$ cat src/rtl/uart_pkg.sv
// uart_pkg: register offsets, CON bit positions, FSM state encodings and
// RX FIFO depth shared by the uart_mmio slice.
package uart_pkg;

  localparam logic [7:0] ADDR_TXD = 8'h18;
  localparam logic [7:0] ADDR_RXD = 8'h1C;
  localparam logic [7:0] ADDR_CON = 8'h20;

  localparam int CON_TXIE   = 0;
  localparam int CON_RXIE   = 1;
  localparam int CON_TXDONE = 2;
  localparam int CON_RXV    = 3;
  localparam int CON_TXBUSY = 4;
  localparam int CON_FERR   = 5;
  localparam int CON_OVR    = 6;
  localparam int CON_TXERR  = 7;

  localparam int RX_FIFO_DEPTH = 4;

  typedef enum logic [1:0] {
    TXS_IDLE  = 2'd0,
    TXS_START = 2'd1,
    TXS_DATA  = 2'd2,
    TXS_STOP  = 2'd3
  } tx_state_e;

  typedef enum logic [1:0] {
    RXS_IDLE  = 2'd0,
    RXS_START = 2'd1,
    RXS_DATA  = 2'd2,
    RXS_STOP  = 2'd3
  } rx_state_e;

endpackage

$ cat src/rtl/uart_mmio_if.sv
// uart_mmio_if: MEM-stage data bus between the CPU (master) and the UART (slave).
interface uart_mmio_if;
  logic        mem_rd;
  logic        mem_wr;
  logic [31:0] addr;
  logic [31:0] wdata;
  logic [31:0] rdata;

  modport master (output mem_rd, output mem_wr, output addr, output wdata, input rdata);
  modport slave  (input mem_rd, input mem_wr, input addr, input wdata, output rdata);
endinterface

$ cat src/rtl/uart_rx_fifo.sv
// uart_rx_fifo: small RX byte FIFO. A push while full is accepted only when a
// pop happens in the same cycle (pop first, then store).
module uart_rx_fifo
  import uart_pkg::*;
#(
  parameter int DEPTH = RX_FIFO_DEPTH
) (
  input  logic       clk,
  input  logic       reset,
  input  logic       push,
  input  logic       pop,
  input  logic [7:0] din,
  output logic       full,
  output logic       empty,
  output logic [7:0] dout
);
  localparam int AW = $clog2(DEPTH);

  logic [7:0]    mem [DEPTH];
  logic [AW-1:0] wp, rp;
  logic [AW:0]   count;
  logic          do_push, do_pop;

  assign empty   = (count == '0);
  assign full    = (count == (AW+1)'(DEPTH));
  assign do_pop  = pop & ~empty;
  assign do_push = push & (~full | do_pop);
  assign dout    = mem[rp];

  // Pointer and occupancy bookkeeping
  always_ff @(posedge clk) begin
    if (reset) begin
      wp    <= '0;
      rp    <= '0;
      count <= '0;
    end else begin
      if (do_push) wp <= wp + 1'b1;
      if (do_pop)  rp <= rp + 1'b1;
      count <= count + (AW+1)'(do_push) - (AW+1)'(do_pop);
    end
  end

  // Storage write
  always_ff @(posedge clk) begin
    if (do_push) mem[wp] <= din;
  end
endmodule

$ cat src/rtl/uart_mmio.sv
// uart_mmio: memory-mapped 8N1 UART on the MEM-stage bus (TXD 0x18, RXD 0x1C,
// CON 0x20) with level irq. Define UART_RX_FIFO_EN to replace the single RX
// holding register with a 4-entry FIFO.
module uart_mmio
  import uart_pkg::*;
#(
  parameter int BAUD_DIV = 5208
) (
  input  logic       clk,
  input  logic       reset,
  uart_mmio_if.slave bus,
  input  logic       uart_rx,
  output logic       uart_tx,
  output logic       irq
);
  localparam logic [15:0] BAUD_LAST = 16'(BAUD_DIV - 1);
  localparam logic [15:0] HALF_LAST = 16'(BAUD_DIV / 2 - 1);
  localparam logic [1:0]  TX_IDLE   = TXS_IDLE;
  localparam logic [1:0]  TX_START  = TXS_START;
  localparam logic [1:0]  TX_DATA   = TXS_DATA;
  localparam logic [1:0]  TX_STOP   = TXS_STOP;
  localparam logic [1:0]  RX_IDLE   = RXS_IDLE;
  localparam logic [1:0]  RX_START  = RXS_START;
  localparam logic [1:0]  RX_DATA   = RXS_DATA;
  localparam logic [1:0]  RX_STOP   = RXS_STOP;

  logic        sel_txd, sel_rxd, sel_con, rd_eff, wr_txd, wr_con, con_rd, rx_pop;
  logic [1:0]  tx_state;
  logic        tx_pend, tx_busy, tx_load, tx_done_set, txerr_set;
  logic [15:0] tx_cnt;
  logic [2:0]  tx_bit;
  logic [7:0]  tx_shift;
  logic        rx_s1, rx_s2;
  logic [1:0]  rx_state;
  logic [15:0] rx_cnt;
  logic [2:0]  rx_bit;
  logic [7:0]  rx_shift, rx_byte;
  logic        rx_deliver, ferr_set, ovr_set, rxv;
  logic        txie, rxie, txdone, ferr, ovr, txerr;
  logic [7:0]  con_val;
  logic        unused_bits;

  // A simultaneous write suppresses every read side-effect
  assign sel_txd   = (bus.addr[7:0] == ADDR_TXD);
  assign sel_rxd   = (bus.addr[7:0] == ADDR_RXD);
  assign sel_con   = (bus.addr[7:0] == ADDR_CON);
  assign rd_eff    = bus.mem_rd & ~bus.mem_wr;
  assign wr_txd    = bus.mem_wr & sel_txd;
  assign wr_con    = bus.mem_wr & sel_con;
  assign con_rd    = rd_eff & sel_con;
  assign rx_pop    = rd_eff & sel_rxd & rxv;
  assign unused_bits = ^{bus.addr[31:8], bus.wdata[31:8]};

  // A pending write counts as busy so a second write in that window is rejected
  assign tx_busy     = tx_pend | (tx_state != TX_IDLE);
  assign tx_load     = wr_txd & ~tx_busy;
  assign txerr_set   = wr_txd & tx_busy;
  assign tx_done_set = (tx_state == TX_STOP) && (tx_cnt == BAUD_LAST);

  // TX sequencing: write edge arms tx_pend, next edge starts the start bit
  always_ff @(posedge clk) begin
    if (reset) begin
      tx_state <= TX_IDLE;
      tx_pend  <= 1'b0;
      tx_cnt   <= '0;
      tx_bit   <= '0;
      uart_tx  <= 1'b1;
    end else begin
      case (tx_state)
        TX_IDLE: begin
          if (tx_pend) begin
            tx_pend  <= 1'b0;
            tx_state <= TX_START;
            tx_cnt   <= '0;
            uart_tx  <= 1'b0;
          end else if (tx_load) begin
            tx_pend <= 1'b1;
          end
        end
        TX_START: begin
          if (tx_cnt == BAUD_LAST) begin
            tx_cnt   <= '0;
            tx_bit   <= '0;
            tx_state <= TX_DATA;
            uart_tx  <= tx_shift[0];
          end else tx_cnt <= tx_cnt + 16'd1;
        end
        TX_DATA: begin
          if (tx_cnt == BAUD_LAST) begin
            tx_cnt <= '0;
            if (tx_bit == 3'd7) begin
              tx_state <= TX_STOP;
              uart_tx  <= 1'b1;
            end else begin
              tx_bit  <= tx_bit + 3'd1;
              uart_tx <= tx_shift[1];
            end
          end else tx_cnt <= tx_cnt + 16'd1;
        end
        default: begin
          if (tx_cnt == BAUD_LAST) begin
            tx_cnt   <= '0;
            tx_state <= TX_IDLE;
          end else tx_cnt <= tx_cnt + 16'd1;
        end
      endcase
    end
  end

  // TX data byte: captured on an accepted write, shifted right per data bit
  always_ff @(posedge clk) begin
    if (tx_load) tx_shift <= bus.wdata[7:0];
    else if (tx_state == TX_DATA && tx_cnt == BAUD_LAST) tx_shift <= {1'b0, tx_shift[7:1]};
  end

  // Two-flop synchroniser for the asynchronous serial input
  always_ff @(posedge clk) begin
    if (reset) begin
      rx_s1 <= 1'b1;
      rx_s2 <= 1'b1;
    end else begin
      rx_s1 <= uart_rx;
      rx_s2 <= rx_s1;
    end
  end

  // RX sequencing: half-bit to centre of start bit, then one sample per bit
  always_ff @(posedge clk) begin
    if (reset) begin
      rx_state <= RX_IDLE;
      rx_cnt   <= '0;
      rx_bit   <= '0;
    end else begin
      case (rx_state)
        RX_IDLE: begin
          if (!rx_s2) begin
            rx_state <= RX_START;
            rx_cnt   <= '0;
          end
        end
        RX_START: begin
          if (rx_cnt == HALF_LAST) begin
            rx_cnt   <= '0;
            rx_bit   <= '0;
            rx_state <= rx_s2 ? RX_IDLE : RX_DATA;
          end else rx_cnt <= rx_cnt + 16'd1;
        end
        RX_DATA: begin
          if (rx_cnt == BAUD_LAST) begin
            rx_cnt <= '0;
            rx_bit <= rx_bit + 3'd1;
            if (rx_bit == 3'd7) rx_state <= RX_STOP;
          end else rx_cnt <= rx_cnt + 16'd1;
        end
        default: begin
          if (rx_cnt == BAUD_LAST) begin
            rx_cnt   <= '0;
            rx_state <= RX_IDLE;
          end else rx_cnt <= rx_cnt + 16'd1;
        end
      endcase
    end
  end

  // RX data byte assembled LSB first
  always_ff @(posedge clk) begin
    if (rx_state == RX_DATA && rx_cnt == BAUD_LAST) rx_shift <= {rx_s2, rx_shift[7:1]};
  end

  assign rx_deliver = (rx_state == RX_STOP) && (rx_cnt == BAUD_LAST) && rx_s2;
  assign ferr_set   = (rx_state == RX_STOP) && (rx_cnt == BAUD_LAST) && !rx_s2;

`ifdef UART_RX_FIFO_EN
  logic fifo_full, fifo_empty;

  uart_rx_fifo #(.DEPTH(RX_FIFO_DEPTH)) u_rx_fifo (
    .clk   (clk),
    .reset (reset),
    .push  (rx_deliver),
    .pop   (rx_pop),
    .din   (rx_shift),
    .full  (fifo_full),
    .empty (fifo_empty),
    .dout  (rx_byte)
  );

  assign rxv     = ~fifo_empty;
  assign ovr_set = rx_deliver & fifo_full & ~rx_pop;
`else
  logic       rx_full;
  logic [7:0] rx_buf;

  // Holding-register valid: a pop and a delivery in one cycle leave it full
  always_ff @(posedge clk) begin
    if (reset) rx_full <= 1'b0;
    else if (rx_deliver) rx_full <= 1'b1;
    else if (rx_pop) rx_full <= 1'b0;
  end

  // Holding-register data: a delivery onto an unpopped full buffer is dropped
  always_ff @(posedge clk) begin
    if (rx_deliver && (!rx_full || rx_pop)) rx_buf <= rx_shift;
  end

  assign rxv     = rx_full;
  assign rx_byte = rx_buf;
  assign ovr_set = rx_deliver & rx_full & ~rx_pop;
`endif

  // CON enables and sticky flags; a set in the same cycle as a CON read wins
  always_ff @(posedge clk) begin
    if (reset) begin
      txie   <= 1'b0;
      rxie   <= 1'b0;
      txdone <= 1'b0;
      ferr   <= 1'b0;
      ovr    <= 1'b0;
      txerr  <= 1'b0;
    end else begin
      if (wr_con) begin
        txie <= bus.wdata[CON_TXIE];
        rxie <= bus.wdata[CON_RXIE];
      end
      if (con_rd) begin
        txdone <= 1'b0;
        ferr   <= 1'b0;
        ovr    <= 1'b0;
        txerr  <= 1'b0;
      end
      if (tx_done_set) txdone <= 1'b1;
      if (ferr_set)    ferr   <= 1'b1;
      if (ovr_set)     ovr    <= 1'b1;
      if (txerr_set)   txerr  <= 1'b1;
    end
  end

  assign con_val = {txerr, ovr, ferr, tx_busy, rxv, txdone, rxie, txie};
  assign irq     = (txie & txdone) | (rxie & rxv);

  // Zero-wait read mux for the MEM/WB register
  always_comb begin
    bus.rdata = '0;
    if (bus.mem_rd) begin
      if (sel_rxd && rxv) bus.rdata = {24'b0, rx_byte};
      else if (sel_con)   bus.rdata = {24'b0, con_val};
    end
  end
endmodule

$ cat src/flat_wrapper.sv
// flat-port wrapper written by rule: the top's interface ports become plain ports
module uart_mmio_flat import uart_pkg::*;
#(
  parameter int BAUD_DIV = 5208
)
  (clk, reset, uart_rx, uart_tx, irq, bus_mem_rd, bus_mem_wr, bus_addr, bus_wdata, bus_rdata);
  uart_mmio_if bus_i ();
  input  logic clk;
  input  logic reset;
  input  logic uart_rx;
  output logic uart_tx;
  output logic irq;
  input wire logic [$bits(bus_i.mem_rd)-1:0] bus_mem_rd;
  input wire logic [$bits(bus_i.mem_wr)-1:0] bus_mem_wr;
  input wire logic [$bits(bus_i.addr)-1:0] bus_addr;
  input wire logic [$bits(bus_i.wdata)-1:0] bus_wdata;
  output wire logic [$bits(bus_i.rdata)-1:0] bus_rdata;
  assign bus_i.mem_rd = bus_mem_rd;
  assign bus_i.mem_wr = bus_mem_wr;
  assign bus_i.addr = bus_addr;
  assign bus_i.wdata = bus_wdata;
  assign bus_rdata = bus_i.rdata;
  uart_mmio #(.BAUD_DIV(BAUD_DIV)) u_core (.clk(clk), .reset(reset), .bus(bus_i), .uart_rx(uart_rx), .uart_tx(uart_tx), .irq(irq));
endmodule
$ cat config.mk
export PLATFORM = sky130hd
export DESIGN_NAME = uart_mmio_flat
export DESIGN_NICKNAME = d
export VERILOG_FILES = /design/src/rtl/uart_pkg.sv /design/src/rtl/uart_mmio_if.sv /design/src/rtl/uart_rx_fifo.sv /design/src/rtl/uart_mmio.sv /design/src/flat_wrapper.sv
export SDC_FILE = /design/constraint.sdc
export NUM_CORES = 1
export LEC_CHECK = 0
export BUFFER_PORTS_ARGS = -buffer_cell sky130_fd_sc_hd__buf_2
export CORE_AREA = 2 2 112 114
export DETAILED_ROUTE_END_ITERATION = 8
export DIE_AREA = 0 0 114 116
export RECOVER_POWER = 100
export SLEW_MARGIN = 5
export SYNTH_ARGS = -nofsm -noshare
export SYNTH_HDL_FRONTEND = slang
export SYNTH_SLANG_ARGS = --single-unit
$ cat constraint.sdc
create_clock -name clk -period 2.1 [get_ports clk]
set_input_delay 0.105 -clock clk [delete_from_list [all_inputs] [get_ports clk]]
set_output_delay 0.105 -clock clk [all_outputs]
set_load 0.02 [all_outputs]
==> flow_results.xml, run 1 <==
<?xml version="1.0" encoding="UTF-8"?>
<metrics>
  <group name="outcome">
    <metric name="outcome" unit="">complete, no violations</metric>
  </group>
  <group name="floorplanning">
    <metric name="die_h" unit="microns">116</metric>
    <metric name="rows" unit="">40</metric>
    <metric name="die_width" unit="microns">114</metric>
    <metric name="ioPinCount" unit="">103</metric>
    <metric name="initial_core_utilization" unit="%">34.6</metric>
    <metric name="die-area" unit="sq um">13200</metric>
    <metric name="placeableCoreArea" unit="sq um">11900</metric>
  </group>
  <group name="clock_network">
    <metric name="cts_htree_levels" unit="">3</metric>
    <metric name="tritoncts.num_buffers" unit="">9</metric>
    <metric name="master_cell_of_the_clock_root_buffer" unit="">sky130_fd_sc_hd__clkbuf_16</metric>
    <metric name="clkSinkCount" unit="">77</metric>
    <metric name="worst_setup_hold_path_clk_slew" unit="ns">0.06</metric>
    <metric name="tritoncts" unit="">done</metric>
    <metric name="clock_insertion_delay_worst_skew" unit="ns">0.33</metric>
    <metric name="clk_path_buf_depth" unit="">2</metric>
    <metric name="cts_setup_buffers" unit="">0</metric>
  </group>
  <group name="finish">
    <metric name="flow.area_growth_from_synthesis" unit="%">14.5</metric>
    <metric name="instances_no_fill" unit="">609</metric>
    <metric name="multiInputGateArea" unit="sq um">2130</metric>
    <metric name="antenna_cells_inserted" unit="">0</metric>
    <metric name="seqCellArea" unit="sq um">1780</metric>
    <metric name="post_route_cells_drive_above_1_share" unit="%">21.0</metric>
    <metric name="fillerInstances" unit="">1166</metric>
    <metric name="finish.net_count" unit="">540</metric>
    <metric name="final_cell_area" unit="sq um">4720</metric>
  </group>
  <group name="place">
    <metric name="io_buffer_count" unit="">30</metric>
    <metric name="hpwl" unit="microns">5770</metric>
    <metric name="placed_cells" unit="">592</metric>
    <metric name="routabilityCongestion" unit="">0.771</metric>
    <metric name="detailed_place.area" unit="sq um">4390</metric>
  </group>
  <group name="drt">
    <metric name="remaining_drc_errors" unit="">0</metric>
    <metric name="first_iter_violations" unit="">137</metric>
    <metric name="detail-route-antenna-nets" unit="">0</metric>
    <metric name="drt-vias-per-instance" unit="">5.16</metric>
    <metric name="first_drt_pass_iteration_count" unit="">4</metric>
    <metric name="via_count" unit="">3141</metric>
    <metric name="wl_per_cell" unit="microns">13.1</metric>
    <metric name="met2RoutedLength" unit="microns">3930</metric>
    <metric name="met3WireLength" unit="microns">252</metric>
    <metric name="wl" unit="microns">8000</metric>
    <metric name="met1Wirelength" unit="microns">3790</metric>
    <metric name="maxUsedRoutingLayer" unit="">met4</metric>
  </group>
  <group name="global_routing">
    <metric name="initial_antenna_violation_count" unit="">0</metric>
    <metric name="largest_net_degree_at_the_start_of_global_routing" unit="">27</metric>
    <metric name="grt.total_usage" unit="%">13.0</metric>
    <metric name="grt_pass1_vias" unit="">2947</metric>
    <metric name="grt_overflow" unit="">0</metric>
    <metric name="grt_first_pass_wirelength" unit="microns">13900</metric>
  </group>
  <group name="synth">
    <metric name="synth-async-reset-ratio" unit="%">0</metric>
    <metric name="synthesis.instances" unit="">418</metric>
    <metric name="synth_largest_area_cell" unit="">sky130_fd_sc_hd__dfxtp_1</metric>
    <metric name="part_of_the_yosys_area_used_for_sequential_elements" unit="%">43.3</metric>
    <metric name="synth_top_area_share" unit="%">25.8</metric>
    <metric name="ys_ff_latch" unit="">77</metric>
    <metric name="ys_top_cells_by_count" unit="">sky130_fd_sc_hd__dfxtp_1, sky130_fd_sc_hd__nand2_1, sky130_fd_sc_hd__buf_4, sky130_fd_sc_hd__edfxtp_1</metric>
    <metric name="synth_top_cells_by_area" unit="">sky130_fd_sc_hd__dfxtp_1, sky130_fd_sc_hd__edfxtp_1, sky130_fd_sc_hd__buf_4</metric>
    <metric name="yosysWarningCount" unit="">0</metric>
    <metric name="yosysUniqueCellTypes" unit="">67</metric>
    <metric name="syn-mean-instance-area" unit="sq um">9.85</metric>
    <metric name="number_of_enable_type_register_cells_in_the_synthesized_netlist" unit="">24</metric>
    <metric name="most_frequently_used_cell_type_in_the_post_synthesis_netlist" unit="">sky130_fd_sc_hd__dfxtp_1</metric>
    <metric name="ys_dominant_reg_cell" unit="">sky130_fd_sc_hd__dfxtp_1</metric>
    <metric name="synth_area" unit="sq um">4120</metric>
  </group>
  <group name="worst_setup_path">
    <metric name="r2r_setup_slack" unit="ns">0.16</metric>
    <metric name="critical_path.endpoint" unit="">u_core.rx_buf[3]</metric>
    <metric name="arrival" unit="ns">1.99</metric>
    <metric name="worstPathRequired" unit="ns">2.14</metric>
    <metric name="setup.worst_path.class" unit="">flip-flop to flip-flop</metric>
    <metric name="worstSetupEndpointType" unit="">flip-flop</metric>
    <metric name="rr_worst_depth" unit="">6</metric>
    <metric name="start_kind" unit="">flip-flop</metric>
    <metric name="critical_path.reg2reg.endpoint" unit="">u_core.rx_buf[3]</metric>
    <metric name="critical_path_peak_fanout" unit="">8</metric>
    <metric name="crit-reg2reg-launch" unit="">u_core.rx_cnt[0]</metric>
    <metric name="worst_setup_path_startpoint" unit="">u_core.rx_cnt[0]</metric>
  </group>
  <group name="pwr">
    <metric name="intPower" unit="mW">2.74</metric>
    <metric name="total_net_switching_power" unit="mW">1.06</metric>
    <metric name="power.clock.fraction" unit="%">40.6</metric>
    <metric name="switching_share" unit="%">28.0</metric>
    <metric name="flop_pwr_share" unit="%">41.8</metric>
    <metric name="power.ir.vdd_worst" unit="mV">0.497</metric>
    <metric name="cellLeakagePower" unit="nW">1.71</metric>
    <metric name="cellPowerDensity" unit="nW/um^2">806</metric>
    <metric name="p_comb_share" unit="%">17.6</metric>
  </group>
  <group name="job">
    <metric name="maxCapViolCount" unit="">0</metric>
  </group>
  <group name="timing">
    <metric name="min_period" unit="ns">1.94</metric>
    <metric name="finalCritPeriodShare" unit="%">92.5</metric>
    <metric name="achievable_clock_frequency" unit="MHz">515</metric>
    <metric name="finalSetupViolCount" unit="">0</metric>
    <metric name="clock-skew-final" unit="ns">0.00664</metric>
    <metric name="slew_violations" unit="">0</metric>
    <metric name="hold_slack" unit="ns">0.0435</metric>
    <metric name="hold_violations" unit="">0</metric>
  </group>
  <group name="hold_path">
    <metric name="hold_path_class" unit="">input port to flip-flop</metric>
  </group>
</metrics>
==> logic make-up (layout without fill, tap and decap cells) <==
kind of cell    Yosys count  in the layout  synth area share, %
flops                    77             77                 43.3
compound gates           80             80                 14.7
mux                       8              8                 2.16
buf+inv                  49             70                 7.69
simple gates            175            175                 24.9
xor+xnor                 14             14                 2.98
fa+ha+maj                14             14                 4.25
other cells               1             24               0.0911
==> power by group through the flow <==
stage	logic, mW	registers (mW)	clock network [mW]
after floorplan	0.519	1.62	0
after global placement	0.652	1.62	0
after detailed placement	0.665	1.62	0
after CTS	0.670	1.58	1.60
after global routing	0.740	1.59	1.65
final	0.669	1.59	1.54
==> layer usage <==
layer	up-vias	track usage, %
li1	1566	-
met1	1519	16.4
met2	54	21.5
met3	2	3.71
met4	0	4.15
met5	-	0
==> through the flow <==
stage	TNS (ns)	total power [mW]	utilization [%]	setup slack [ns]
floorplan	0	2.14	-	0.143
global placement	0	2.27	36.8	0.125
detailed placement	0	2.28	36.8	0.0763
CTS	0	3.85	39.4	0.0507
global route	-0.00782	3.99	39.6	-0.00263
finish	0	3.80	39.6	0.157
==> placed cells by master (no fill, tap or decap), types with 6 or more instances in the layout <==
cell type,synthesis,final
sky130_fd_sc_hd__a21oi_1,23,23
sky130_fd_sc_hd__a22oi_1,10,10
sky130_fd_sc_hd__a311oi_1,7,7
sky130_fd_sc_hd__a31oi_1,6,6
sky130_fd_sc_hd__and2_1,6,6
sky130_fd_sc_hd__and3_1,6,6
sky130_fd_sc_hd__buf_2,0,26
sky130_fd_sc_hd__buf_4,25,12
sky130_fd_sc_hd__clkbuf_1,9,6
sky130_fd_sc_hd__clkbuf_16,0,9
sky130_fd_sc_hd__conb_1,1,24
sky130_fd_sc_hd__dfxtp_1,53,53
sky130_fd_sc_hd__edfxtp_1,24,24
sky130_fd_sc_hd__ha_1,14,13
sky130_fd_sc_hd__inv_1,8,8
sky130_fd_sc_hd__mux2_2,7,7
sky130_fd_sc_hd__nand2_1,43,43
sky130_fd_sc_hd__nand3_1,23,23
sky130_fd_sc_hd__nand4_1,6,6
sky130_fd_sc_hd__nor2_1,21,21
sky130_fd_sc_hd__nor2_2,11,10
sky130_fd_sc_hd__nor2b_1,10,10
sky130_fd_sc_hd__nor3_1,9,9
sky130_fd_sc_hd__xnor2_1,7,7
sky130_fd_sc_hd__xor2_1,7,7
==> layout make-up <==
class | instances | share of cell area, %
repair buffers | 46 | 6.13
clock buffers | 10 | 4.86
multi-input cells | 315 | 45.2
inverters | 8 | 0.637
clock inverters | 6 | 1.46
well taps | 147 | 3.90
flip-flops and latches | 77 | 37.8
==> how the worst min path moves through the flow <==
stage / depth (start not counted) / slack (ns) / end / from
floorplan: 1 / 0.21 / u_core.rx_s1 / uart_rx
global placement: 2 / 0.29 / u_core.rx_s1 / uart_rx
detailed placement: 2 / 0.29 / u_core.rx_s1 / uart_rx
CTS: 3 / 0.03 / u_core.rxie / bus_wdata[1]
global route: 3 / 0.04 / u_core.rxie / bus_wdata[1]
finish: 3 / 0.04 / u_core.rxie / bus_wdata[1]
==> state kept, by name (all words and copies together), names as in the netlist, 2 cells and up <==
| name | flops |
|---|---|
| u_core.rx_cnt | 16 |
| u_core.tx_cnt | 16 |
| u_core.rx_buf | 8 |
| u_core.rx_shift | 8 |
| u_core.tx_shift | 8 |
| u_core.rx_bit | 3 |
| u_core.tx_bit | 3 |
| u_core.rx_state | 2 |
| u_core.tx_state | 2 |
==> critical path, stage by stage (launching register included) <==
cell,delay (ns)
sky130_fd_sc_hd__dfxtp_1,0.41
sky130_fd_sc_hd__ha_4,0.20
sky130_fd_sc_hd__nor4bb_2,0.30
sky130_fd_sc_hd__and4b_2,0.30
sky130_fd_sc_hd__nand3_1,0.13
sky130_fd_sc_hd__nor2b_1,0.14
sky130_fd_sc_hd__buf_4,0.17
==> repair_timing <==
action / in CTS / in global routing
hold buffers: 1 / 0
gates resized for setup: 0 / 6
hold endpoints to repair: 1 / 0
setup endpoints to repair: 0 / 14
No activity file was read; power rests on OpenSTA's default activity.
==> run 2, diff against run 1 <==
clock period = 1.96 ns   (was 2.1 ns; I/O delays follow)
==> run 2 against run 1 <==
  * Worst hold slack improved by 0.0015 ns
  * Sequential power grew 7%
  * Final area increased by 1.9%
  * Maximum frequency grew 4.8%
  * Worst setup slack worse by 0.051 ns
  * Via count grew 2.1%
  * Register-to-register slack worse by 0.05 ns
  * Global-route usage grew 0.14 points
  * Sequential cell count unchanged
==> flow_results.xml, run 2 (same netlist as run 1, synthesis figures left out) <==
<?xml version="1.0" encoding="UTF-8"?>
<metrics>
  <group name="outcome">
    <metric name="outcome" unit="">complete, no violations</metric>
  </group>
  <group name="drt">
    <metric name="via_count" unit="">3208</metric>
    <metric name="remaining_drc_errors" unit="">0</metric>
    <metric name="wl_per_cell" unit="microns">13.3</metric>
    <metric name="first_iter_violations" unit="">77</metric>
    <metric name="drt-vias-per-instance" unit="">5.15</metric>
    <metric name="detail-route-antenna-nets" unit="">0</metric>
    <metric name="first_drt_pass_iteration_count" unit="">4</metric>
    <metric name="wl" unit="microns">8280</metric>
  </group>
  <group name="clock_network">
    <metric name="cts_htree_levels" unit="">3</metric>
    <metric name="clk_path_buf_depth" unit="">2</metric>
    <metric name="master_cell_of_the_clock_root_buffer" unit="">sky130_fd_sc_hd__clkbuf_16</metric>
    <metric name="worst_setup_hold_path_clk_slew" unit="ns">0.06</metric>
    <metric name="clkSinkCount" unit="">77</metric>
    <metric name="tritoncts.num_buffers" unit="">9</metric>
    <metric name="clock_insertion_delay_worst_skew" unit="ns">0.33</metric>
    <metric name="tritoncts" unit="">done</metric>
  </group>
  <group name="pwr">
    <metric name="flop_pwr_share" unit="%">40.6</metric>
    <metric name="power.clock.fraction" unit="%">42.0</metric>
    <metric name="cellLeakagePower" unit="nW">1.77</metric>
    <metric name="p_comb_share" unit="%">17.4</metric>
    <metric name="power.ir.vdd_worst" unit="mV">0.439</metric>
    <metric name="total_net_switching_power" unit="mW">1.10</metric>
    <metric name="switching_share" unit="%">26.4</metric>
    <metric name="cellPowerDensity" unit="nW/um^2">871</metric>
    <metric name="intPower" unit="mW">3.08</metric>
  </group>
  <group name="timing">
    <metric name="finalCritPeriodShare" unit="%">94.6</metric>
    <metric name="hold_slack" unit="ns">0.0451</metric>
    <metric name="min_period" unit="ns">1.85</metric>
    <metric name="setup-tns-final" unit="ns">0</metric>
    <metric name="fin_ws" unit="ns">0.106</metric>
    <metric name="rsz0062_at_grt" unit="">false</metric>
    <metric name="clock-skew-final" unit="ns">0.00791</metric>
    <metric name="finalSetupViolCount" unit="">0</metric>
    <metric name="hold_violations" unit="">0</metric>
    <metric name="achievable_clock_frequency" unit="MHz">539</metric>
    <metric name="slew_violations" unit="">0</metric>
  </group>
  <group name="finish">
    <metric name="post_route_cells_drive_above_1_share" unit="%">20.0</metric>
    <metric name="finish.utilization" unit="%">40.3</metric>
    <metric name="instances_no_fill" unit="">623</metric>
    <metric name="finish.net_count" unit="">554</metric>
    <metric name="layout.cells.most_common_list" unit="">sky130_fd_sc_hd__dfxtp_1, sky130_fd_sc_hd__nand2_1, sky130_fd_sc_hd__nor2_1</metric>
    <metric name="antenna_cells_inserted" unit="">0</metric>
    <metric name="fillerInstances" unit="">1188</metric>
    <metric name="flow.area_growth_from_synthesis" unit="%">16.7</metric>
    <metric name="final_common_cell" unit="">sky130_fd_sc_hd__dfxtp_1</metric>
    <metric name="top_regs" unit="">u_core.rx_cnt: 16 flops, u_core.tx_cnt: 16 flops</metric>
  </group>
  <group name="floorplanning">
    <metric name="die_width" unit="microns">114</metric>
    <metric name="placeableCoreArea" unit="sq um">11900</metric>
    <metric name="die-area" unit="sq um">13200</metric>
    <metric name="ioPinCount" unit="">103</metric>
    <metric name="die_h" unit="microns">116</metric>
    <metric name="rows" unit="">40</metric>
    <metric name="initial_core_utilization" unit="%">34.6</metric>
  </group>
  <group name="hold_path">
    <metric name="hold_path_class" unit="">input port to flip-flop</metric>
    <metric name="worstHoldPathCells" unit="">3</metric>
    <metric name="worstHoldEndpoint" unit="">u_core.txie</metric>
    <metric name="worst_hold_startpoint" unit="">bus_wdata[0]</metric>
  </group>
  <group name="global_routing">
    <metric name="grt_overflow" unit="">0</metric>
    <metric name="grt.total_usage" unit="%">13.1</metric>
    <metric name="grt_first_pass_wirelength" unit="microns">14200</metric>
    <metric name="largest_net_degree_at_the_start_of_global_routing" unit="">20</metric>
    <metric name="initial_antenna_violation_count" unit="">0</metric>
    <metric name="grt_pass1_vias" unit="">3045</metric>
  </group>
  <group name="place">
    <metric name="routabilityCongestion" unit="">0.804</metric>
    <metric name="hpwl" unit="microns">6020</metric>
    <metric name="pre_cts_ws" unit="ns">0.0386</metric>
    <metric name="placed_cells" unit="">606</metric>
    <metric name="io_buffer_count" unit="">30</metric>
  </group>
  <group name="worst_setup_path">
    <metric name="rr_worst_depth" unit="">6</metric>
    <metric name="worstSetupEndpointType" unit="">flip-flop</metric>
    <metric name="arrival" unit="ns">2.11</metric>
    <metric name="crit-reg2reg-launch" unit="">u_core.tx_cnt[3]</metric>
    <metric name="setup.worst_path.class" unit="">flip-flop to flip-flop</metric>
    <metric name="start_kind" unit="">flip-flop</metric>
    <metric name="worstPathRequired" unit="ns">2.21</metric>
    <metric name="r2r_setup_slack" unit="ns">0.11</metric>
    <metric name="critical_path.reg2reg.endpoint" unit="">u_core.tx_state[1]</metric>
    <metric name="critical_path_peak_fanout" unit="">6</metric>
  </group>
  <group name="job">
    <metric name="maxCapViolCount" unit="">0</metric>
  </group>
</metrics>
run 2: worst max-delay path by stage:
| stage | startpoint | endpoint | cells after the start |
|---|---|---|---|
| finish | u_core.tx_cnt[3] | u_core.tx_state[1] | 6 |
| global route | u_core.tx_cnt[3] | u_core.tx_state[1] | 6 |
| CTS | u_core.rx_cnt[1] | u_core.rx_buf[1] | 6 |
| detailed placement | u_core.rx_cnt[1] | u_core.rx_buf[6] | 6 |
| global placement | u_core.rx_cnt[1] | u_core.rx_buf[3] | 6 |
| floorplan | u_core.rx_cnt[0] | u_core.rx_buf[0] | 5 |
run 2: worst max-delay path: stages, from the launching register on:
cell and delay (ns):
sky130_fd_sc_hd__dfxtp_1 0.37, sky130_fd_sc_hd__nor4b_2 0.35, sky130_fd_sc_hd__and4_1 0.31, sky130_fd_sc_hd__buf_4 0.15, sky130_fd_sc_hd__nand2_1 0.06, sky130_fd_sc_hd__a221oi_2 0.31, sky130_fd_sc_hd__mux2i_1 0.22
run 2: area by class of cell:
type                       count  area [sq um]  area share (%)
clock buffer                  14           285            5.94
clock inverter                 2          38.8           0.808
inverter                       8          30.0           0.625
multi-input combinational    315          2110            43.9
sequential                    77          1780            37.1
tap                          147           184            3.83
timing repair buffer          60           373            7.76
run 2: repair_timing:
action | in CTS | in global routing
hold buffers | 1 | 0
resized for setup | 0 | 6
setup buffers | 0 | 0
setup endpoints to repair | 0 | 44
hold endpoints to repair | 1 | 0
run 2: layer usage:
layer | wire length [microns] | part of all wire (%) | track usage, % | vias to the layer above
met4 | 79 | 0.95 | 4.15 | 0
met2 | 4060 | 49 | 22.3 | 53
met5 | 0 | 0 | 0 | -
met3 | 232 | 2.8 | 3.03 | 8
met1 | 3910 | 47 | 16.5 | 1556
li1 | - | - | - | 1591
run 2: power groups by stage:
stage | Combinational [mW] | Sequential (mW) | Clock (mW)
3_3_place_gp | 0.724 | 1.73 | 0
6_report | 0.730 | 1.70 | 1.76
2_1_floorplan | 0.556 | 1.73 | 0
4_1_cts | 0.755 | 1.70 | 1.81
5_1_grt | 0.815 | 1.70 | 1.88
3_5_place_dp | 0.748 | 1.73 | 0
run 2: per-stage QoR:
| step | instance area (sq um) | power, mW |
|---|---|---|
| 3_5_place_dp | 4490 | 2.48 |
| 5_1_grt | 4800 | 4.39 |
| 4_1_cts | 4830 | 4.26 |
| 6_report | 4800 | 4.19 |
| 3_3_place_gp | 4490 | 2.45 |
| 2_1_floorplan | 4200 | 2.29 |
